**config.mk**
```make
export PLATFORM = sky130hd
export DESIGN_NAME = vr_fifo_ext
export DESIGN_NICKNAME = d
export VERILOG_FILES = /design/src/rtl/vr_fifo_pkg.sv /design/src/rtl/vr_fifo_ext_ptr.sv /design/src/rtl/vr_fifo_ext.sv
export SDC_FILE = /design/constraint.sdc
export NUM_CORES = 1
export LEC_CHECK = 0
export CORE_MARGIN = 2
export CORE_UTILIZATION = 50
export CTS_BUF_LIST = sky130_fd_sc_hd__clkbuf_8
export CTS_CLUSTER_SIZE = 20
export DETAILED_ROUTE_END_ITERATION = 8
export GPL_TIMING_DRIVEN = 0
export PLACE_DENSITY = 0.75
export SYNTH_ARGS = -nofsm -noshare
export SYNTH_HDL_FRONTEND = slang
export SYNTH_SLANG_ARGS = --single-unit
```
**constraint.sdc**
```tcl
create_clock -name clk -period 2.9 [get_ports clk]
set_input_delay 0.435 -clock clk [delete_from_list [all_inputs] [get_ports clk]]
set_output_delay 0.435 -clock clk [all_outputs]
set_load 0.05 [all_outputs]
```
**src/rtl/vr_fifo_pkg.sv**
```systemverilog
// Shared types and helpers for the valid-ready FIFO family.
// Holds the fill-mode enum and the wrapping pointer increment.
package vr_fifo_pkg;

  typedef enum logic {
    FIFO_BLOCKING  = 1'b0,
    FIFO_OVERWRITE = 1'b1
  } fifo_mode_e;

  // Wraps at depth-1 explicitly so non-power-of-two depths index correctly.
  function automatic int unsigned next_ptr(input int unsigned ptr, input int unsigned depth);
    return (ptr == depth - 1) ? 0 : ptr + 1;
  endfunction

endpackage

```
**src/rtl/vr_fifo_ext_ptr.sv**
```systemverilog
// Circular pointer register for vr_fifo_ext: increments on inc, wraps at
// DEPTH-1, synchronous clear for flush, asynchronous active-low reset.
module vr_fifo_ptr
  import vr_fifo_pkg::*;
#(
  parameter int DEPTH = 4,
  parameter int PTR_W = (DEPTH > 2) ? $clog2(DEPTH) : 1
) (
  input  logic             clk,
  input  logic             nrst,
  input  logic             clr,
  input  logic             inc,
  output logic [PTR_W-1:0] ptr
);

  logic [PTR_W-1:0] ptr_q;

  always_ff @(posedge clk or negedge nrst) begin
    if (!nrst) begin
      ptr_q <= '0;
    end else if (clr) begin
      ptr_q <= '0;
    end else if (inc) begin
      ptr_q <= PTR_W'(next_ptr(32'(ptr_q), DEPTH));
    end
  end

  assign ptr = ptr_q;

endmodule

```
**src/rtl/vr_fifo_ext.sv**
```systemverilog
// Valid-ready FIFO with any-integer depth, occupancy count, almost flags,
// synchronous flush and optional overwrite-oldest mode.
module vr_fifo_ext
  import vr_fifo_pkg::*;
#(
  parameter int DEPTH     = 4,
  parameter int DATA_W    = 32,
  parameter int AF_THRESH = DEPTH - 1,
  parameter int AE_THRESH = 1,
  parameter int MODE      = 0,
  parameter int CNT_W     = $clog2(DEPTH + 1)
) (
  input  logic              clk,
  input  logic              nrst,
  input  logic              en,
  input  logic              flush,
  input  logic [DATA_W-1:0] in_data,
  input  logic              in_valid,
  output logic              in_ready,
  output logic [DATA_W-1:0] out_data,
  output logic              out_valid,
  input  logic              out_ready,
  output logic [CNT_W-1:0]  count,
  output logic              almost_full,
  output logic              almost_empty,
  output logic              drop
);

  localparam int PTR_W = (DEPTH > 2) ? $clog2(DEPTH) : 1;
  localparam logic OVERWRITE = (MODE == int'(FIFO_OVERWRITE));

  if (DEPTH < 2) begin : g_chk_depth
    $error("vr_fifo_ext: DEPTH must be at least 2");
  end
  if (AF_THRESH > DEPTH) begin : g_chk_af
    $error("vr_fifo_ext: AF_THRESH must not exceed DEPTH");
  end
  if (AE_THRESH >= DEPTH) begin : g_chk_ae
    $error("vr_fifo_ext: AE_THRESH must be below DEPTH");
  end

  logic [DATA_W-1:0] mem [DEPTH];
  logic [PTR_W-1:0]  wr_ptr;
  logic [PTR_W-1:0]  rd_ptr;
  logic [CNT_W-1:0]  count_q;
  logic [CNT_W-1:0]  count_nxt;
  logic              drop_q;

  logic full;
  logic empty;
  logic in_shake;
  logic out_shake;
  logic overwrite;
  logic clr;

  assign full  = (count_q == CNT_W'(DEPTH));
  assign empty = (count_q == '0);

  // Handshake qualifiers depend only on en, flush and registered count.
  assign out_valid = en & ~flush & ~empty;
  assign in_ready  = en & ~flush & (~full | OVERWRITE);

  assign in_shake  = in_valid & in_ready;
  assign out_shake = out_valid & out_ready;
  assign overwrite = OVERWRITE & full & in_shake & ~out_shake;
  assign clr       = en & flush;

  vr_fifo_ptr #(.DEPTH(DEPTH), .PTR_W(PTR_W)) u_wr_ptr (
    .clk  (clk),
    .nrst (nrst),
    .clr  (clr),
    .inc  (in_shake),
    .ptr  (wr_ptr)
  );

  // Overwriting a full FIFO discards the head, so the read side advances too.
  vr_fifo_ptr #(.DEPTH(DEPTH), .PTR_W(PTR_W)) u_rd_ptr (
    .clk  (clk),
    .nrst (nrst),
    .clr  (clr),
    .inc  (out_shake | overwrite),
    .ptr  (rd_ptr)
  );

  always_comb begin
    count_nxt = count_q;
    if (clr) begin
      count_nxt = '0;
    end else if (in_shake && !out_shake && !full) begin
      count_nxt = count_q + 1'b1;
    end else if (out_shake && !in_shake) begin
      count_nxt = count_q - 1'b1;
    end
  end

  always_ff @(posedge clk or negedge nrst) begin
    if (!nrst) begin
      count_q <= '0;
      drop_q  <= 1'b0;
    end else if (en) begin
      count_q <= count_nxt;
      drop_q  <= overwrite;
    end
  end

  always_ff @(posedge clk) begin
    if (in_shake) begin
      mem[wr_ptr] <= in_data;
    end
  end

  assign out_data     = mem[rd_ptr];
  assign count        = count_q;
  assign almost_full  = (count_q >= CNT_W'(AF_THRESH));
  assign almost_empty = (count_q <= CNT_W'(AE_THRESH));
  assign drop         = drop_q & en;

endmodule

```
# Word level (Yosys, flattened, before mapping)
# Memory sizes are Yosys's and may differ from the RTL's.
# Cells that the tools add are included.
classes:
  n_mux: 11
  n_reduce_logical: 11
  order_cmp: 2
  n_addsub: 4
  n_bitwise: 9
  eq_ne: 3
op_table:
  columns: ["op", "n"]
  rows:
  - ["two-way mux 2 bit", 6]
  - ["two-way mux 3 bit", 3]
  - ["AND 1 bit", 6]
  - ["adder 2 x 1 -> 2 bit, second input constant", 2]
  - ["== test 2 bit, second input constant", 2]
  - ["nonzero test 2 bit", 2]
  - ["adder 3 x 1 -> 3 bit, second input constant", 1]
  - ["== test 3 bit, second input constant", 1]
  - [">= comparator 3 x 2 -> 1 bit, second input constant", 1]
  - ["<= comparator 3 x 1 -> 1 bit, second input constant", 1]
  - ["logical AND 1 bit", 3]
  - ["logical NOT 1 bit", 3]
  - ["logical NOT 3 bit", 1]
  - ["inverter 1 bit", 3]
  - ["nonzero test 3 bit", 1]
  - ["subtractor 3 x 1 -> 3 bit, second input constant", 1]
  - ["two-way mux 1 bit", 2]
  - ["AND reduction 2 bit", 1]
totals:
  out_inout_bits: 40
  mem_bits_rw: 128
  word_cells: 44
  regBits: 7
  memories: 1
  inputBits: 38
memory_table:
  columns: ["memory", "words", "word_bits", "read_ports", "rd_clocked_by_memory_dff", "wr", "line", "text"]
  rows:
  - ["mem", 4, 32, 1, 0, 1, "vr_fifo_ext.sv:42", "logic [DATA_W-1:0] mem [DEPTH];"]

# Longest topological paths before layout
depth:
  ltp_word: 9
  ltp_mapped: 7

# By module
# A second synthesis with hierarchy kept.
unflattened:
  cells_unflattened: 234
  hier_area_um2: 5231.3
by_module_without_submodules:
  columns: ["mod", "area_per_inst_um2", "instances", "cells_per_inst"]
  rows:
  - ["vr_fifo_ext", 5031.1, 1, 218]
  - ["vr_fifo_ptr", 100.1, 2, 8]

# Worst setup path before layout
# OpenSTA, ideal clock, no wires.
synth_path:
  kind: "flip-flop to flip-flop"
  from: "register count_q[0] (netlist: count[0])"
  to: "memory mem[3][0] (enable)"
  synth_period_minus_slack_ns: 2.808
  setup_time_ns: 0.392
  arrival_time_ns: 2.416
  setup_slack_ns: 0.092
  path_stages_with_launch: 7
  cell_sequence: "dfrtp_1 -> inv_1 -> ha_1 -> nand2_1 -> and3_1 -> buf_2 -> and2_1"
synth_between:
  elab_chain_len: 6
synth_rtl:
  columns: ["element", "line", "text"]
  rows:
  - ["start: declaration", "vr_fifo_ext.sv:45", "logic [CNT_W-1:0] count_q;"]
  - ["start signal: assignment", "vr_fifo_ext.sv:101", "count_q <= count_nxt;"]
  - ["== test 3 bit", "vr_fifo_ext.sv:56", "assign full = (count_q == CNT_W'(DEPTH));"]
  - ["inverter 1 bit", "vr_fifo_ext.sv:61", "assign in_ready = en & ~flush & (~full | OVERWRITE);"]
  - ["AND 1 bit", "vr_fifo_ext.sv:61", null]
  - ["AND 1 bit", "vr_fifo_ext.sv:63", "assign in_shake = in_valid & in_ready;"]
  - ["two-way mux 1 bit", "vr_fifo_ext.sv:107", "if (in_shake) begin"]
  - ["two-way mux 1 bit (not written as such)", "vr_fifo_ext.sv:108", "mem[wr_ptr] <= in_data;"]
  - ["end: declaration", "vr_fifo_ext.sv:42", null]
# Every way passes these cells.

# Worst setup path after layout
layout_path:
  from: "register u_rd_ptr.ptr_q[1] (netlist: u_rd_ptr.ptr[1])"
  to: "output out_data[6]"
layout_between:
  elab_chain_len: 1
layout_rtl:
  columns: ["element", "line", "text"]
  rows:
  - ["start: declaration", "vr_fifo_ext_ptr.sv:16", "logic [PTR_W-1:0] ptr_q;"]
  - ["start signal: assignment", "vr_fifo_ext_ptr.sv:24", "ptr_q <= PTR_W'(next_ptr(32'(ptr_q), DEPTH));"]
  - ["memory (4 x 32 bit)", null, null]
  - ["end: declaration", "vr_fifo_ext.sv:20", "output logic [DATA_W-1:0] out_data,"]
# Every way passes these cells.

==> key figures <==
Critical path
  – Reg-to-reg endpoint: mem[2][8]
  – CP max stage cell: clkdlybuf4s50_1
  – End point of the critical path: out_data[6]
  – Crit-path most repeated cell: buf_2
  – R2R cell count: 6
  – Worst EP required: approximately 2.5 ns
  – Crit-path cells: buf_2 -> buf_2 -> mux4_2 -> clkdlybuf4s50_1
  – CP endpoint kind: primary output
  – Startpoint types: register
  – Reg2reg start: count[0]
  – Critical path class: register to primary output
  – Crit path from: u_rd_ptr.ptr[1]
  – Crit path DAT: between 2 and 2.5 ns
  – Flop2flop setup slack: 0.34 ns
  – Slowest stage delay, CP: 0.72 ns
  – Crit-path max FO: 10

Cells and area
  – Register area: 0.00402 sq mm
  – Area occupied by multi-input gates: approximately 0.0011 sq mm
  – Nets: roughly 380
  – Diodes inserted: 0
  – Post-route insts no fill: around 480
  – Syn-to-layout area delta: 23.6%
  – # fillers: approximately 740
  – Ratio of cells with drive above 1 in the final layout: 0.235

GRT
  – Vias in the first global route: around 2700
  – Grt peak-use layer: met2
  – Largest net degree at the start of global routing: 33
  – Met2 usage: 0.281
  – Grt total ovfl: 0
  – Initial antenna violation count: 0
  – Global-route wire length before repair: about 14000 um
  – GR Util All Layers: 0.170
  – GRT met3 Usage: 0.0674
  – GR Util met1: 0.200

Floorplan
  – Full die area: 0.0113 sq mm
  – Top Ports: ~80
  – Starting Density: 0.511
  – Core Region: slightly above 0.01 sq mm
  – Die Wd: roughly 110 um
  – Placement Rows: 37
  – Die H: around 110 um

Power and ir drop
  – Sw Ratio: 0.341
  – Net Sw Power: approximately 1900 uW
  – Peak supply drop: ~0.79 mV
  – Comb power frac: 0.331
  – Total power: 5470 uW
  – Clk pwr share: 0.253
  – Sequential share of power: 0.416
  – PD cells: about 840 mW/mm^2
  – Internal power: 3600 uW
  – Leak: 0.00222 uW

Worst hold path
  – HP Class: input port to register

Logic synthesis
  – Synthesized-area fraction occupied by adder cells: 0.0238
  – Mapped Cells: 236
  – Mux contribution to synthesized area: 0.145
  – Largest family of logic cells by synthesized area: multiplexers
  – Yosys warns: 0
  – Synth Area in XOR/XNOR: 0.00167
  – Mapped Area: around 0.0053 sq mm
  – Seq cells post-synth: 135
  – Compound-Gate Fraction of Synth Area: 0.0267
  – Syn Area/Cell: roughly 22 sq um
  – Post-synthesis sequential area ratio: 0.765
  – Netlist cell types: 34
  – Simple logic cell fraction of the synthesized area: 0.0188
  – Post-Syn Nets: 284

Clock tree
  – CTS H-tree lvls: 4
  – Number of CTS-inserted buffers: 17
  – Setup Buffers After CTS: 0
  – Sink Count: about 140
  – Root Buffer: clkbuf_8
  – Longest Clk Path Bufs: 2
  – Worst-path clk slew: about 0.07 ns
  – Clock latency on the worst-skew pair: 0.43 ns
  – CTS tree: yes

Routing
  – Vias per std cell: about 5.4
  – Avg WL per Cell: 18.4 um
  – Post-DRT Antenna Nets: 0
  – Routed wire length: about 8800 um
  – 1st-iter DRT viols: 109
  – Vias: around 2600
  – First-pass DRT Iterations: 4
  – DRC viols: 0

Timing
  – RSZ-0062 raised after global routing: false
  – Final Hold Viols: 0
  – Final Max Slew Viols: 0
  – FMAX: between 0.3 and 0.4 GHz
  – Clock Skew: ~0.0085 ns
  – Fin crit period: around 2.7 ns
  – Final setup viols: 0
  – Worst-Margin Slew: 0.876 ns
  – Fin crit share: 0.943
  – Max-slew headroom: 0.416

Placed design
  – Port bufs: 74
  – Hpwl dp: 5340 um
  – GP Congestion: a little under 0.8
  – Placed cell count: roughly 450

Outcome
  – Status: completed

Run
  – Max_cap viols: 0
final cells by class:
cell class / count / share of cell area
buffer: 12 / 0.0118
clock buffer: 17 / 0.0360
clock inverter: 13 / 0.0179
inverter: 6 / 0.00347
multi-input combinational: 83 / 0.176
sequential: 135 / 0.619
tap: 136 / 0.0262
timing repair buffer: 74 / 0.109
registers in the layout, indices dropped and copies added, names as in the netlist:
register      cells
mem             128
u_rd_ptr.ptr      2
u_wr_ptr.ptr      2
count             3
worst min-delay path by stage:
stage                     from  depth (start not counted)              end
3_3_place_gp   u_wr_ptr.ptr[1]                          2  u_wr_ptr.ptr[1]
5_1_grt                     en                          2  u_wr_ptr.ptr[1]
2_1_floorplan             nrst                          0         count[0]
3_5_place_dp   u_rd_ptr.ptr[1]                          2  u_rd_ptr.ptr[1]
6_report                    en                          2  u_wr_ptr.ptr[1]
4_1_cts                     en                          2  u_wr_ptr.ptr[1]
what timing repair did:
action | 4_1_cts | 5_1_grt
endpoints found under the setup margin | 28 | 2
gates resized for setup | 30 | 2
hold buffers | 0 | 0
stage by stage:
step	setup TNS [ns]	utilization	cell area (sq um)	hold slack [ns]	worst slack, ns
3_5_place_dp	0	0.600	6170	0.619	0.234
2_1_floorplan	0	-	5250	0.139	0.0918
5_1_grt	0	0.632	6490	0.219	0.0272
3_3_place_gp	-27.43	0.600	6160	0.602	-0.221
4_1_cts	0	0.631	6490	0.192	0.0579
6_report	0	0.632	6490	0.226	0.167
power by group through the flow:
stage | Combinational (uW) | Sequential [uW] | Clock, uW
finish | 1810 | 2280 | 1380
global placement | 1910 | 2310 | 0
detailed placement | 1920 | 2320 | 0
global route | 1920 | 2280 | 1500
CTS | 1840 | 2280 | 1400
floorplan | 1300 | 2370 | 0
cells by family (layout without fill, tap and decap cells):
| kind of cell | count (synthesis) | count (layout) |
|---|---|---|
| DFF | 135 | 135 |
| adders and majority gates | 10 | 10 |
| buffers and inverters | 18 | 122 |
| xor gates and xnor gates | 1 | 1 |
| other | 1 | 1 |
| AOI/OAI and AO/OA | 18 | 18 |
| muxes | 36 | 36 |
| and+or+nand+nor | 17 | 17 |
routing by layer:
metal | vias up | share of wire
met4 | 0 | 0.013
met5 | - | 0
li1 | 1156 | -
met1 | 1296 | 0.43
met3 | 13 | 0.068
met2 | 91 | 0.49
cell usage after synthesis:
cell | number | share of area
clkbuf_1 | 2 | 0.0014
a21oi_1 | 5 | 0.0048
a31o_1 | 1 | 0.0017
o2111ai_2 | 1 | 0.0029
xor2_1 | 1 | 0.0017
mux2i_1 | 4 | 0.0076
nand2b_1 | 2 | 0.0024
inv_1 | 4 | 0.0029
buf_2 | 5 | 0.0048
a21oi_4 | 1 | 0.0031
o22ai_1 | 2 | 0.0024
conb_1 | 1 | 0.00071
buf_6 | 1 | 0.0021
nor2_1 | 4 | 0.0029
o221a_2 | 1 | 0.0021
nor2b_4 | 1 | 0.0026
nor2b_1 | 1 | 0.0012
a32o_1 | 1 | 0.0019
nor3_1 | 1 | 0.00095
edfxtp_1 | 128 | 0.73
and3_1 | 1 | 0.0012
o21ai_0 | 2 | 0.0019
buf_4 | 4 | 0.0057
nand2_1 | 2 | 0.0014
and2_1 | 4 | 0.0048
inv_2 | 2 | 0.0014
o2bb2ai_1 | 1 | 0.0017
a32oi_1 | 1 | 0.0017
o21ai_1 | 1 | 0.00095
ha_1 | 10 | 0.024
mux4_2 | 32 | 0.14
nand3b_1 | 1 | 0.0014
dfrtp_1 | 7 | 0.033
a22o_1 | 1 | 0.0017
critical path: cells and delay by family, from the launching register on:
| family | cells | cell delay (ns) |
|---|---|---|
| multiplexers | 1 | 0.34 |
| buffers and inverters | 3 | 1.19 |
| flip-flops | 1 | 0.34 |
cell usage in the layout (no fill, tap or decap), drive strengths merged:
cell type      netlist  final
o2bb2ai              1      1
a22o                 1      1
buf                 10     10
edfxtp             128    128
clkinv               0      9
nand2b               2      2
conb                 1      1
o221a                1      1
a32o                 1      1
dlygate4sd2          0     28
nand2                2      2
bufinv               0      2
o2111ai              1      1
nor3                 1      1
ha                  10     10
nor2                 4      4
and2                 4      4
o22ai                2      2
a32oi                1      1
clkdlybuf4s50        0     44
clkbuf               2     19
a31o                 1      1
clkinvlp             0      1
mux4                32     32
a21oi                6      6
mux2i                4      4
o21ai                3      3
dfrtp                7      7
nor2b                2      2
dlymetal6s2s         0      2
nand3b               1      1
and3                 1      1
inv                  6      7
xor2                 1      1
No activity file was read; power rests on OpenSTA's default activity.
